$ cat src/rtl/router_pkg.sv
// Shared types for the output arbiter: FSM state encoding, port index type
// and the fixed number of input ports.
package router_pkg;

    localparam int NUM_PORTS = 16;

    typedef logic [3:0] port_idx_t;

    typedef enum logic [1:0] {
        IDLE  = 2'd0,
        GRANT = 2'd1,
        GAP   = 2'd2
    } arb_state_t;

endpackage : router_pkg

$ cat src/rtl/rr_pick16.sv
// Combinational rotate-priority search: returns the first set bit of i_req
// found scanning upward from i_ptr, wrapping 15 -> 0.
module rr_pick16
    import router_pkg::*;
(
    input  logic [NUM_PORTS-1:0] i_req,
    input  port_idx_t            i_ptr,
    output logic                 o_found,
    output port_idx_t            o_idx
);

    port_idx_t w_pos;

    always_comb begin
        o_found = 1'b0;
        o_idx   = '0;
        w_pos   = '0;
        for (int k = 0; k < NUM_PORTS; k++) begin
            // 4-bit add wraps naturally from 15 back to 0
            w_pos = i_ptr + port_idx_t'(k);
            if (!o_found && i_req[w_pos]) begin
                o_found = 1'b1;
                o_idx   = w_pos;
            end
        end
    end

endmodule : rr_pick16

$ cat src/rtl/output_arbiter.sv
// Round-robin arbiter for one router output: IDLE -> GRANT -> GAP FSM with a
// rotating pointer. Optional grant watchdog enabled by macro ARB_TIMEOUT_EN.
module output_arbiter
    import router_pkg::*;
#(
    parameter int NUM_REQ        = 16,
    parameter int TIMEOUT_CYCLES = 1024
) (
    input  logic               clk,
    input  logic               reset,
    input  logic [NUM_REQ-1:0] req_in,
    output logic [NUM_REQ-1:0] grant_out,
    output logic               busy_out,
    output port_idx_t          grant_id_out,
    output logic               timeout_out
);

    if (NUM_REQ != NUM_PORTS || TIMEOUT_CYCLES < 2 || TIMEOUT_CYCLES > 65535) begin : g_bad_param
        $error("output_arbiter: NUM_REQ must be 16 and TIMEOUT_CYCLES in 2..65535");
    end

    arb_state_t         r_state, w_state_nxt;
    port_idx_t          r_ptr, w_ptr_nxt;
    port_idx_t          r_owner, w_owner_nxt;
    logic               r_timeout, w_timeout_nxt;
    logic [NUM_REQ-1:0] w_eligible;
    logic               w_found;
    port_idx_t          w_pick;
    logic               w_owner_req;
    logic               w_expire;

`ifdef ARB_TIMEOUT_EN
    localparam logic [15:0] CNT_LAST = 16'(TIMEOUT_CYCLES - 1);

    logic [15:0]        r_cnt;
    logic [NUM_REQ-1:0] r_mask;

    assign w_eligible = req_in & ~r_mask;
    assign w_expire   = (r_cnt == CNT_LAST);

    // Counter is held at 0 outside GRANT so it starts from 0 on every new grant.
    // A blocked requester is released as soon as its request is seen low.
    always_ff @(posedge clk) begin
        if (reset) begin
            r_cnt  <= '0;
            r_mask <= '0;
        end else begin
            r_cnt  <= (r_state == GRANT) ? r_cnt + 16'd1 : 16'd0;
            r_mask <= (r_mask & req_in)
                    | (w_timeout_nxt ? (NUM_REQ'(1) << r_owner) : '0);
        end
    end
`else
    assign w_eligible = req_in;
    assign w_expire   = 1'b0;
`endif

    assign w_owner_req = req_in[r_owner];

    rr_pick16 u_pick (
        .i_req   (w_eligible),
        .i_ptr   (r_ptr),
        .o_found (w_found),
        .o_idx   (w_pick)
    );

    always_ff @(posedge clk) begin
        if (reset) begin
            r_state   <= IDLE;
            r_ptr     <= '0;
            r_owner   <= '0;
            r_timeout <= 1'b0;
        end else begin
            r_state   <= w_state_nxt;
            r_ptr     <= w_ptr_nxt;
            r_owner   <= w_owner_nxt;
            r_timeout <= w_timeout_nxt;
        end
    end

    always_comb begin
        w_state_nxt   = r_state;
        w_ptr_nxt     = r_ptr;
        w_owner_nxt   = r_owner;
        w_timeout_nxt = 1'b0;
        case (r_state)
            IDLE: begin
                if (w_found) begin
                    w_state_nxt = GRANT;
                    w_owner_nxt = w_pick;
                end
            end
            GRANT: begin
                // Release takes priority; a watchdog revoke only applies to a live request
                if (!w_owner_req) begin
                    w_state_nxt = GAP;
                    w_ptr_nxt   = r_owner + 4'd1;
                end else if (w_expire) begin
                    w_state_nxt   = GAP;
                    w_ptr_nxt     = r_owner + 4'd1;
                    w_timeout_nxt = 1'b1;
                end
            end
            GAP: begin
                w_state_nxt = IDLE;
            end
            default: begin
                w_state_nxt = IDLE;
            end
        endcase
    end

    assign busy_out     = (r_state == GRANT);
    assign grant_out    = busy_out ? (NUM_REQ'(1) << r_owner) : '0;
    assign grant_id_out = busy_out ? r_owner : '0;
    assign timeout_out  = r_timeout;

endmodule : output_arbiter

$ cat config.mk
export PLATFORM = sky130hd
export DESIGN_NAME = output_arbiter
export DESIGN_NICKNAME = d
export VERILOG_FILES = /design/src/rtl/router_pkg.sv /design/src/rtl/rr_pick16.sv /design/src/rtl/output_arbiter.sv
export SDC_FILE = /design/constraint.sdc
export NUM_CORES = 1
export LEC_CHECK = 0
export CORE_MARGIN = 4
export CORE_UTILIZATION = 52
export CTS_CLUSTER_SIZE = 20
export DETAILED_ROUTE_END_ITERATION = 10
export DONT_BUFFER_PORTS = 1
export GPL_ROUTABILITY_DRIVEN = 0
export PLACE_DENSITY = 0.71
export SLEW_MARGIN = 10
export SYNTH_ARGS = -nofsm -noshare
export SYNTH_HDL_FRONTEND = slang
export SYNTH_SLANG_ARGS = --single-unit
$ cat constraint.sdc
create_clock -name clk -period 3.21 [get_ports clk]
set_input_delay 0.4815 -clock clk [delete_from_list [all_inputs] [get_ports clk]]
set_output_delay 0.4815 -clock clk [all_outputs]
set_load 0.1 [all_outputs]
# Word-level counts from Yosys, hierarchy flattened
# Cells that the tools add are included.
[word_totals]
ff_bits = 10
in_bits = 18
output_inout_bits = 22
elab_cells = 146
[classes]
n_addsub = 16
n_lt_le_gt_ge = 17
n_eq_ne = 3
shifts = 1
n_mux = 71
n_bitwise = 1
reduce_logical = 34
[op_table]
columns = ["cell", "n"]
rows = [
  ["$lt 4x5->1 const B", 17],
  ["$bmux 1 s4", 17],
  ["$mux 4", 17],
  ["$mux 1", 33],
  ["$add 4x4->4 const B", 8],
  ["$add 4x3->4 const B", 4],
  ["$mux 16", 1],
  ["$shl 1x4->16 const A", 1],
  ["$logic_and 1x1->1", 15],
  ["$logic_not 1->1", 15],
  ["$add 4x1->4 const B", 2],
  ["$add 4x2->4 const B", 2],
  ["$reduce_and 2->1", 3],
  ["$mux 2", 2],
  ["$pmux 2 s2", 1],
  ["$eq 2x1->1 const B", 1],
  ["$logic_not 2->1", 1],
  ["$ne 2x1->1 const B", 1],
  ["$ne 2x2->1 const B", 1],
  ["$not 1->1", 1],
]

# Longest topological paths before layout
[logic_depth]
depth_word = 50
mapped_depth = 15
mapped_depth_nobuf = 11

# By module
# From an unflattened synthesis, not the netlist that was laid out.
[hier_totals]
cells_unflattened = 380
hier_area_um2 = 3337.0
[by_module_without_submodules]
columns = ["mod", "n_inst", "cells_each", "area_each_um2", "seq_area_each_um2"]
rows = [
  ["rr_pick16", 1, 280, 2472.4, 0.0],
  ["output_arbiter", 1, 100, 864.6, 200.2],
]

# Worst setup path before layout
# No wires, ideal clock.
[synth_path]
kind = "register -> register"
startpoint = "register r_ptr[1]"
endpoint = "register r_owner[2]"
setup_ns = 0.121
arrival_time_ns = 3.341
required_time_ns = 3.089
path_slack_ns = -0.252
stages_incl_launch_ff = 15
path_buffers = 3
synth_period_minus_slack_ns = 3.462
cell_sequence = "dfxtp_1 > buf_2 > inv_1 > ha_1 > buf_2 > buf_4 > mux2_1 > mux4_2 > nand2_1 > o21ai_2 > mux2i_1 > o211a_1 > or4_1 > o311ai_1 > o21ai_1"
[synth_via]
elab_chain_cells = 49
word_cells_on_any_way = 110
cone_classes = "add/sub: 15; mux: 64; reduce/logical: 31"
[synth_lines]
columns = ["item", "line_no", "source"]
rows = [
  ["start, declared", "output_arbiter.sv:23", "port_idx_t r_ptr, w_ptr_nxt;"],
  ["start signal, assigned", "output_arbiter.sv:75", "r_ptr <= w_ptr_nxt;"],
  ["parallel branches: the longest is 49 deep, another holds $add 4x1->4", "n/a", ""],
  ["end signal, assigned", "output_arbiter.sv:76", "r_owner <= w_owner_nxt;"],
  ["end, declared", "output_arbiter.sv:24", "port_idx_t r_owner, w_owner_nxt;"],
]
# Parallel ways; which one is timed is not known. The select of a mux whose other input is x is not followed.
# A chain may end at the register's enable or synchronous reset.

# Final worst setup path
# Same ends and word-level chain as after synthesis.

==> flow_metrics.tcl <==
set metrics [dict create \
    drc_errors 0 \
    postPlaceCellArea_um2 3447 \
    report.final.hold_viol_count 0 \
    power-per-cell-area_nw_per_um2 1156 \
    io_buffers 0 \
    grt_overflow_total 0 \
    count_of_flip_flops_with_a_built_in_enable_after_synthesis 0 \
    grt_antenna_before_repair 0 \
    postSynth.asyncResetShare 0 \
    chipHeight_um 84.33 \
    floorplan.core_area_um2 5574 \
    drt_first_iter_violations 426 \
    clk_root_buffer_cell "clkbuf_8" \
    routed_length_per_placed_instance_um 21.38 \
    dr.pass1.iters 5 \
    synth_adder_area_share 0.05370 \
    netlist.area_leader.share 0.1784 \
    layout_cells_sized_above_1 0.3812 \
    most_instantiated_library_cell_after_synthesis "nand2_1" \
    worst_setup_ep_type "register" \
    finalMaxSlewViolations 0 \
    mappedNetlistNets 367 \
    dp.final_hpwl_um 7257 \
    syn_area_per_cell_um2 9.015 \
    cts_buffers 3 \
    post-route-cell-area_um2 3692 \
    clk_latency_worst_skew_pair_ns 0.23 \
    min_period_over_period 0.9854 \
    worst-endpoint-arrival_ns 3.28 \
    timing.hold.worst.class "in -> reg" \
    run_status "completed" \
    slew_headroom 0.5996 \
    synth-seq-cells 10 \
    setup.reg_to_reg.worst_slack_ns 0.05 \
    core.rowCount 27 \
    finalWorstPathRequiredPeriod_ns 3.163 \
    tightest_slew_ns 0.5998 \
    synthesis.area_um2 3029 \
    design.final.nets 415 \
    groute.usage.overall 0.2548 \
    clockBufferDepth 2 \
    synth_top_cells_by_count "nand2_1 (27), nor2_1 (25), mux4_2 (24)" \
    post_synth_xor_area_fraction 0.03676 \
    grt_pass1_vias 2954 \
    postSynth.topFlopCell "dfxtp_1" \
    crit_path_top_delay_cell "mux4_2" \
    antennaDiodeCount 0 \
    max_stage_delay_ns 0.52 \
    worst-path-buf-inv 3 \
    ys.warnings.count 0 \
    compound_gate_portion_of_the_synthesized_area 0.1830 \
    sequential_to_total_area_share_from_yosys_stat 0.06609 \
    area_enclosed_by_the_die_boundary_um2 7111 \
    number_of_cells_produced_by_synthesis 336 \
    setup_viol 0 \
    worst_ep_required_time_ns 3.32 \
    cts.reportedPaths.clkPinSlew_ns 0.05 \
    max-cap-violations 0 \
    synthSimpleGateAreaFrac 0.1892 \
    netlist_top_cells_area "mux4_2 (18%), mux4_1 (7.8%), mux2i_1 (7.6%)" \
    skew_final_ns 0.003264 \
    area_taken_by_multi_input_logic_gates_um2 2768 \
    setup.worst_path.start_class "register" \
    ir_drop_uv 573.3 \
    timing.critical_path.cells "inv_1 -> ha_4 -> buf_6 -> buf_4 -> mux4_2 -> mux2i_2 -> mux2i_1 -> nand2b_4 -> or3_4 -> a211oi_2 -> a2111oi_2 -> a21oi_1 -> o21ai_1" \
    area_growth_pct 21.89 \
    utilization_after_layout 0.6624 \
    vias_per_cell 6.851 \
    cpLargestDelayFamily "multiplexers" \
    pin_count_of_the_biggest_net_entering_global_routing 25 \
    total_leakage_power_nw 1.510 \
    worst-path-max-fanout 8 \
    tritoncts "built" \
    maxClockFrequency_mhz 316.2 \
    clock_sink_count 10 \
    cts_htree_levels 1 \
    fillers 432 \
    worstSetupPathType "reg -> reg" \
    total_routed_wirelength_um 9728 \
    count_of_different_cell_masters_after_synthesis 69 \
    yosys.area.top_type "mux4_2" \
    grt_first_pass_wirelength_um 14990 \
    pin_count 40 \
    start_util 0.5434 \
    die_x_um 84.33 \
    drtAntennaViolNets 0 \
    largest_family_of_logic_cells_by_synthesized_area "multiplexers" \
    synth.mux.area_fraction 0.4044 \
    vias 3117 \
    cts_hold_buf 0 \
    final-seq-area_um2 209.0 \
]
==> worst paths after layout <==
check,start,end,cells past startpoint
setup / recovery,r_ptr[1],r_owner[2],13
hold / removal,reset,r_ptr[2],1
hold reg to reg,r_ptr[0],r_ptr[0],2
setup reg to reg,r_ptr[1],r_owner[2],13
==> worst register-to-register path: stages (launching register included) <==
cell,delay [ns]
dfxtp_4,0.36
inv_1,0.08
ha_4,0.33
buf_6,0.15
buf_4,0.11
mux4_2,0.52
mux2i_2,0.20
mux2i_1,0.14
nand2b_4,0.18
or3_4,0.37
a211oi_2,0.32
a2111oi_2,0.09
a21oi_1,0.12
o21ai_1,0.07
==> repair_timing <==
action,4_1_cts,5_1_grt
hold endpoints to repair,0,0
resized for setup,0,28
buffers inserted,0,10
endpoints found under the setup margin,0,4
==> power breakdown <==
group          switching, mW  internal (mW)
clock network         0.0482          0.108
logic                   2.14           1.69
registers              0.111          0.173
==> routing by layer <==
layer  vias to the layer above  track usage  wire length [um]
met5                         -            0                 0
met4                         0      0.05409               191
met3                        24      0.04220               857
met2                       200       0.4240              4830
met1                      1487       0.3490              3849
li1                       1406            -                 -
==> logic make-up (layout without fill, tap and decap cells) <==
kind of cell / Yosys count / in the layout
DFF: 10 / 10
buffers and inverters: 37 / 84
muxes: 74 / 74
other: 1 / 1
AOI/OAI and AO/OA: 80 / 80
and+or+nand+nor: 110 / 110
xor gates and xnor gates: 11 / 11
adders and majority gates: 13 / 13
==> through the flow <==
stage / hold WS (ns) / std cells / setup WS (ns) / TNS (ns) / power [mW]
after floorplan: 0.5372 / 336 / -0.1289 / -0.1289 / 2.803
after global placement: 0.5509 / 441 / 0.1508 / 0 / 3.635
after detailed placement: 0.5575 / 441 / 0.09651 / 0 / 3.700
after CTS: 0.3116 / 445 / 0.06437 / 0 / 3.877
after global routing: 0.3088 / 455 / -0.05628 / -0.07997 / 4.521
final: 0.3097 / 455 / 0.04702 / 0 / 4.267
==> flip-flops by register name (all words and copies together), names as in the netlist <==
register / count
r_state: 2
r_ptr: 4
r_owner: 4
==> placed cells by master (no fill, tap or decap), types with 11 or more instances in the layout <==
| master | count |
|---|---|
| buf_4 | 60 |
| mux4_2 | 25 |
| nand2_1 | 25 |
| nor2_1 | 21 |
| mux2i_1 | 21 |
| a21oi_1 | 18 |
| mux2_2 | 15 |
| inv_1 | 14 |
| and3_1 | 13 |
| nor3_1 | 12 |
| o21ai_0 | 12 |
| ha_1 | 11 |
==> area by class of cell <==
| type | instances | area share |
|---|---|---|
| tap | 72 | 0.02440 |
| sequential | 10 | 0.05659 |
| multi-input combinational | 289 | 0.7496 |
| inverter | 17 | 0.01864 |
| timing repair buffer | 63 | 0.1359 |
| clock buffer | 4 | 0.01491 |
Note: power is estimated with default switching activity, not from simulation.
==> RTL edit 1: new RTL, config.mk and constraints unchanged <==
The output `timeout_out` loses its register stage (`r_timeout` becomes a continuous assignment).
--- a/src/rtl/output_arbiter.sv
+++ b/src/rtl/output_arbiter.sv
@@ -69,14 +69,14 @@
             r_state   <= IDLE;
             r_ptr     <= '0;
             r_owner   <= '0;
-            r_timeout <= 1'b0;
         end else begin
             r_state   <= w_state_nxt;
             r_ptr     <= w_ptr_nxt;
             r_owner   <= w_owner_nxt;
-            r_timeout <= w_timeout_nxt;
         end
     end
+
+    assign r_timeout = w_timeout_nxt;
 
     always_comb begin
         w_state_nxt   = r_state;
Function: kept (Yosys induction, for registers that start in step).
==> RTL edit 1 against the unedited design <==
  * Non-clock buffer count increased by 18
  * Sequential cell count unchanged
  * Design area increased by 8.8%
  * Synthesized area increased by 4.2%
  * Global-route usage increased by 3.2 points
  * Worst hold slack got worse by 0.0090 ns
  * Worst setup slack got worse by 0.034 ns
  * Routed wire length increased by 6.1%
  * Sequential power decreased by 8.5%
  * Total power increased by 1.8%
==> RTL edit 1: results (changes against the unedited design) <==
metric	value	unit	change
switching_share	0.518		-0.0202
rrSetupSlack	0.01	ns	-0.03 ns
nFlopsAndLatches	10		unchanged
crit_family	simple AND/OR/NAND/NOR gates		
wire_per_inst	21.2	µm	-0.65%
first_global_vias	3254		+10%
nNonClkBuffers	81		+29%
outcome	complete, no violations		
post_synth_num_cell_types	73		+5.8%
synthTopCellsByArea	mux4_2, mux2i_1, mux4_1, dfxtp_1, ha_1		
avgSynthCellArea	8.99	µm²	-0.24%
ir_drop	598	µV	+4.3%
dp_slack	-0.0564	ns	-0.153 ns
wl	10300	µm	+6.1%
synth_fa_ha_area_frac	0.0515		-0.00217
inverters	16		-1
synth_common_cells	nor2_1, mux2i_1, mux4_2, nand2_1		
synth_fp_nets	382		+4.1%
fin_nets	443		+6.7%
drt_first_iter_violations	349		-18%
grt_max_degree	32		+28%
yosysSeqAreaShare	0.0634		-0.00267
p_leak	1.57	nW	+4.1%
whs	0.301	ns	-0.00901 ns
relSlewSlack	0.527		-0.0725
use_met2	0.479		+0.0554
ff_latch_area	208	µm²	-0.60%
dp_hpwl	7980	µm	+10%
clock_area_frac	0.0137		-0.00121
grtUsageMet3	0.0471		+0.00487
synth-xor-area-share	0.0353		-0.00149
use_met1	0.376		+0.0272
num_vias	3274		+5.0%
wl_met2	5160	µm	+6.8%
layout.nonclk_buf_frac	0.185		+0.0494
fill_cells	431		-0.23%
pg_seq	260	µW	-8.5%
critPathMaxFanout	6		-2
synth_compound_area_frac	0.166		-0.0165
nMultiInputCombCells	300		+3.8%
hold-path-endpoint	r_state[0]$_SDFFE_PP0P_		
-- RTL edit 1: per-stage QoR --
stage | TNS, ns | area, µm²
6_report | 0 | 4020
4_1_cts | -0.00457 | 3960
3_5_place_dp | -0.0564 | 3800
3_3_place_gp | 0 | 3800
2_1_floorplan | -0.926 | 3270
5_1_grt | -0.302 | 4020
-- RTL edit 1: worst max path at each step --
stage / startpoint / endpoint
global placement: r_ptr[0]$_SDFFE_PP0P_ / r_owner[1]$_SDFFE_PP0P_
global route: r_ptr[0]$_SDFFE_PP0P_ / r_owner[1]$_SDFFE_PP0P_
finish: r_ptr[0]$_SDFFE_PP0P_ / r_owner[2]$_SDFFE_PP0P_
CTS: r_ptr[0]$_SDFFE_PP0P_ / r_owner[1]$_SDFFE_PP0P_
floorplan: r_ptr[0]$_SDFFE_PP0P_ / r_owner[1]$_SDFFE_PP0P_
detailed placement: r_ptr[1]$_SDFFE_PP0P_ / r_owner[1]$_SDFFE_PP0P_
==> RTL edit 2: new RTL, same settings <==
Without the edit above. Build with the macro `ARB_TIMEOUT_EN` defined.
--- a/src/rtl/output_arbiter.sv
+++ b/src/rtl/output_arbiter.sv
@@ -1,5 +1,7 @@
 // Round-robin arbiter for one router output: IDLE -> GRANT -> GAP FSM with a
 // rotating pointer. Optional grant watchdog enabled by macro ARB_TIMEOUT_EN.
+`define ARB_TIMEOUT_EN
+
 module output_arbiter
     import router_pkg::*;
 #(
Formal check against the unedited RTL: same outputs for any inputs over 10 cycles, from zero or initial values and one cycle with reset high; that may be too few to reach the edited logic, so the function may still have changed.
==> RTL edit 2 against the unedited design <==
  * The flow now finishes with violations (negative setup slack)
  * Design area is 76% higher
  * Maximum frequency fell by 6.8%
  * Worst setup slack lost 0.23 ns
  * Total power rose by 42%
  * Routed wire length is 91% higher
  * Sequential cell count up 33
  * Cell count is 80% higher
  * Combinational power increased by 30%
  * Utilization rose by 8.4 points
  * Sequential power rose by 140%
  * Synthesized area is 53% higher
  * First-iteration DRC count is 42% higher
  * Critical path type unchanged
  * Largest cell class unchanged
  * Largest power group unchanged
==> RTL edit 2: results (changes against the unedited design) <==
metric	value	unit	change
wire_per_inst	22.7	µm	+6.3%
dp_cells	795		+80%
p_leak	2.54	nW	+68%
dr.pass1.iters	7		+2
fin_ws	-0.185	ns	-0.232 ns
yosysSeqAreaShare	0.185		+0.119
outcome	finished with violations		
violations	negative setup slack		
drt_first_iter_violations	605		+42%
setup_viol	5		+5
drive_gt1_frac	0.400		+0.0188
synth_common_cells	nor2_1, nand2_1, dfxtp_1, a21oi_1, clkbuf_1		
synthTopCellsByArea	dfxtp_1, mux4_2, nor2_1, nand2_1, ha_1		
num_vias	5662		+82%
tightest_slew	0.952	ns	+0.353 ns
dp_slack	-0.280	ns	-0.376 ns
grt_pass1_wl	27700	µm	+85%
largestRegisters	r_cnt x16, r_mask x16		
synth_fp_nets	606		+65%
syn_inst	574		+71%
crit_arrival	3.59	ns	+0.31 ns
crit_family	simple AND/OR/NAND/NOR gates		
wl	18600	µm	+91%
clk_pin_slew	0.09	ns	+0.04 ns
cts_max_level	2		+1
slowest_stage	or4_1		
post_synth_num_cell_types	79		+14%
ir_drop	515	µV	-10%
RTL edit 2: cell types whose count changed in the layout (fill, tap and decap cells not counted), moves of 15 or more:
cell / unedited run / this run
nand2_1: 25 / 62
dfxtp_1: 7 / 40
o22ai_1: 0 / 18
buf_4: 60 / 153
nand2b_1: 5 / 20
nor2_1: 21 / 45
RTL edit 2: path summary, 6_finish.rpt:
path / to / slack [ns]
max reg2reg: r_owner[2]$_SDFFE_PP0P_ / -0.19
min reg2reg: r_cnt[0]$_SDFF_PP0_ / 0.50
min: r_ptr[2]$_SDFFE_PP0P_ / 0.24
max: r_owner[2]$_SDFFE_PP0P_ / -0.19
RTL edit 2: cells by family (layout without fill, tap and decap cells):
family / after synthesis / count (layout) / share of synthesized area
mux: 37 / 37 / 0.140
simple gates: 257 / 257 / 0.294
buf+inv: 52 / 188 / 0.0558
flops: 43 / 43 / 0.185
fa+ha+maj: 14 / 14 / 0.0377
compound gates: 141 / 141 / 0.228
xor+xnor: 30 / 30 / 0.0598
RTL edit 2: metrics by stage:
stage	cell area [µm²]	power [mW]	setup TNS, ns
6_report	6510	6.04	-0.748
5_1_grt	6510	6.34	-1.29
4_1_cts	6210	5.61	-0.300
3_5_place_dp	5900	5.01	-1.26
3_3_place_gp	5900	4.90	-0.726
2_1_floorplan	4830	3.33	-1.12
RTL edit 2: report_power, final:
group | leakage (nW) | switching [mW] | internal [mW]
Clock | 0.0505 | 0.194 | 0.196
Combinational | 2.14 | 2.73 | 2.25
Sequential | 0.350 | 0.0992 | 0.578
RTL edit 2: layout make-up:
cell class	count	area [µm²]	area share
Clock inverter	1	7.51	0.00115
Timing Repair Buffer	163	1290	0.198
Multi-Input combinational cell	479	4030	0.619
Inverter	17	78.8	0.0121
Clock buffer	7	96.3	0.0148
Tap cell	108	135	0.0208
Sequential cell	43	870	0.134
RTL edit 2: per-layer routing:
layer  global-route usage  vias to the layer above  share of wire
met5                    0                        -              0
met2                0.533                      437           0.45
met3               0.0915                      136           0.10
li1                     -                     2462              -
met1                0.427                     2627           0.37
met4                0.168                        0          0.075
RTL edit 2: timing repair:
action / 4_1_cts / 5_1_grt
setup endpoints to repair: 5 / 5
pin swaps: 15 / 20
endpoints found under the hold margin: 0 / 0
setup buffers: 7 / 8
gates resized for setup: 34 / 39
cloned: 0 / 0
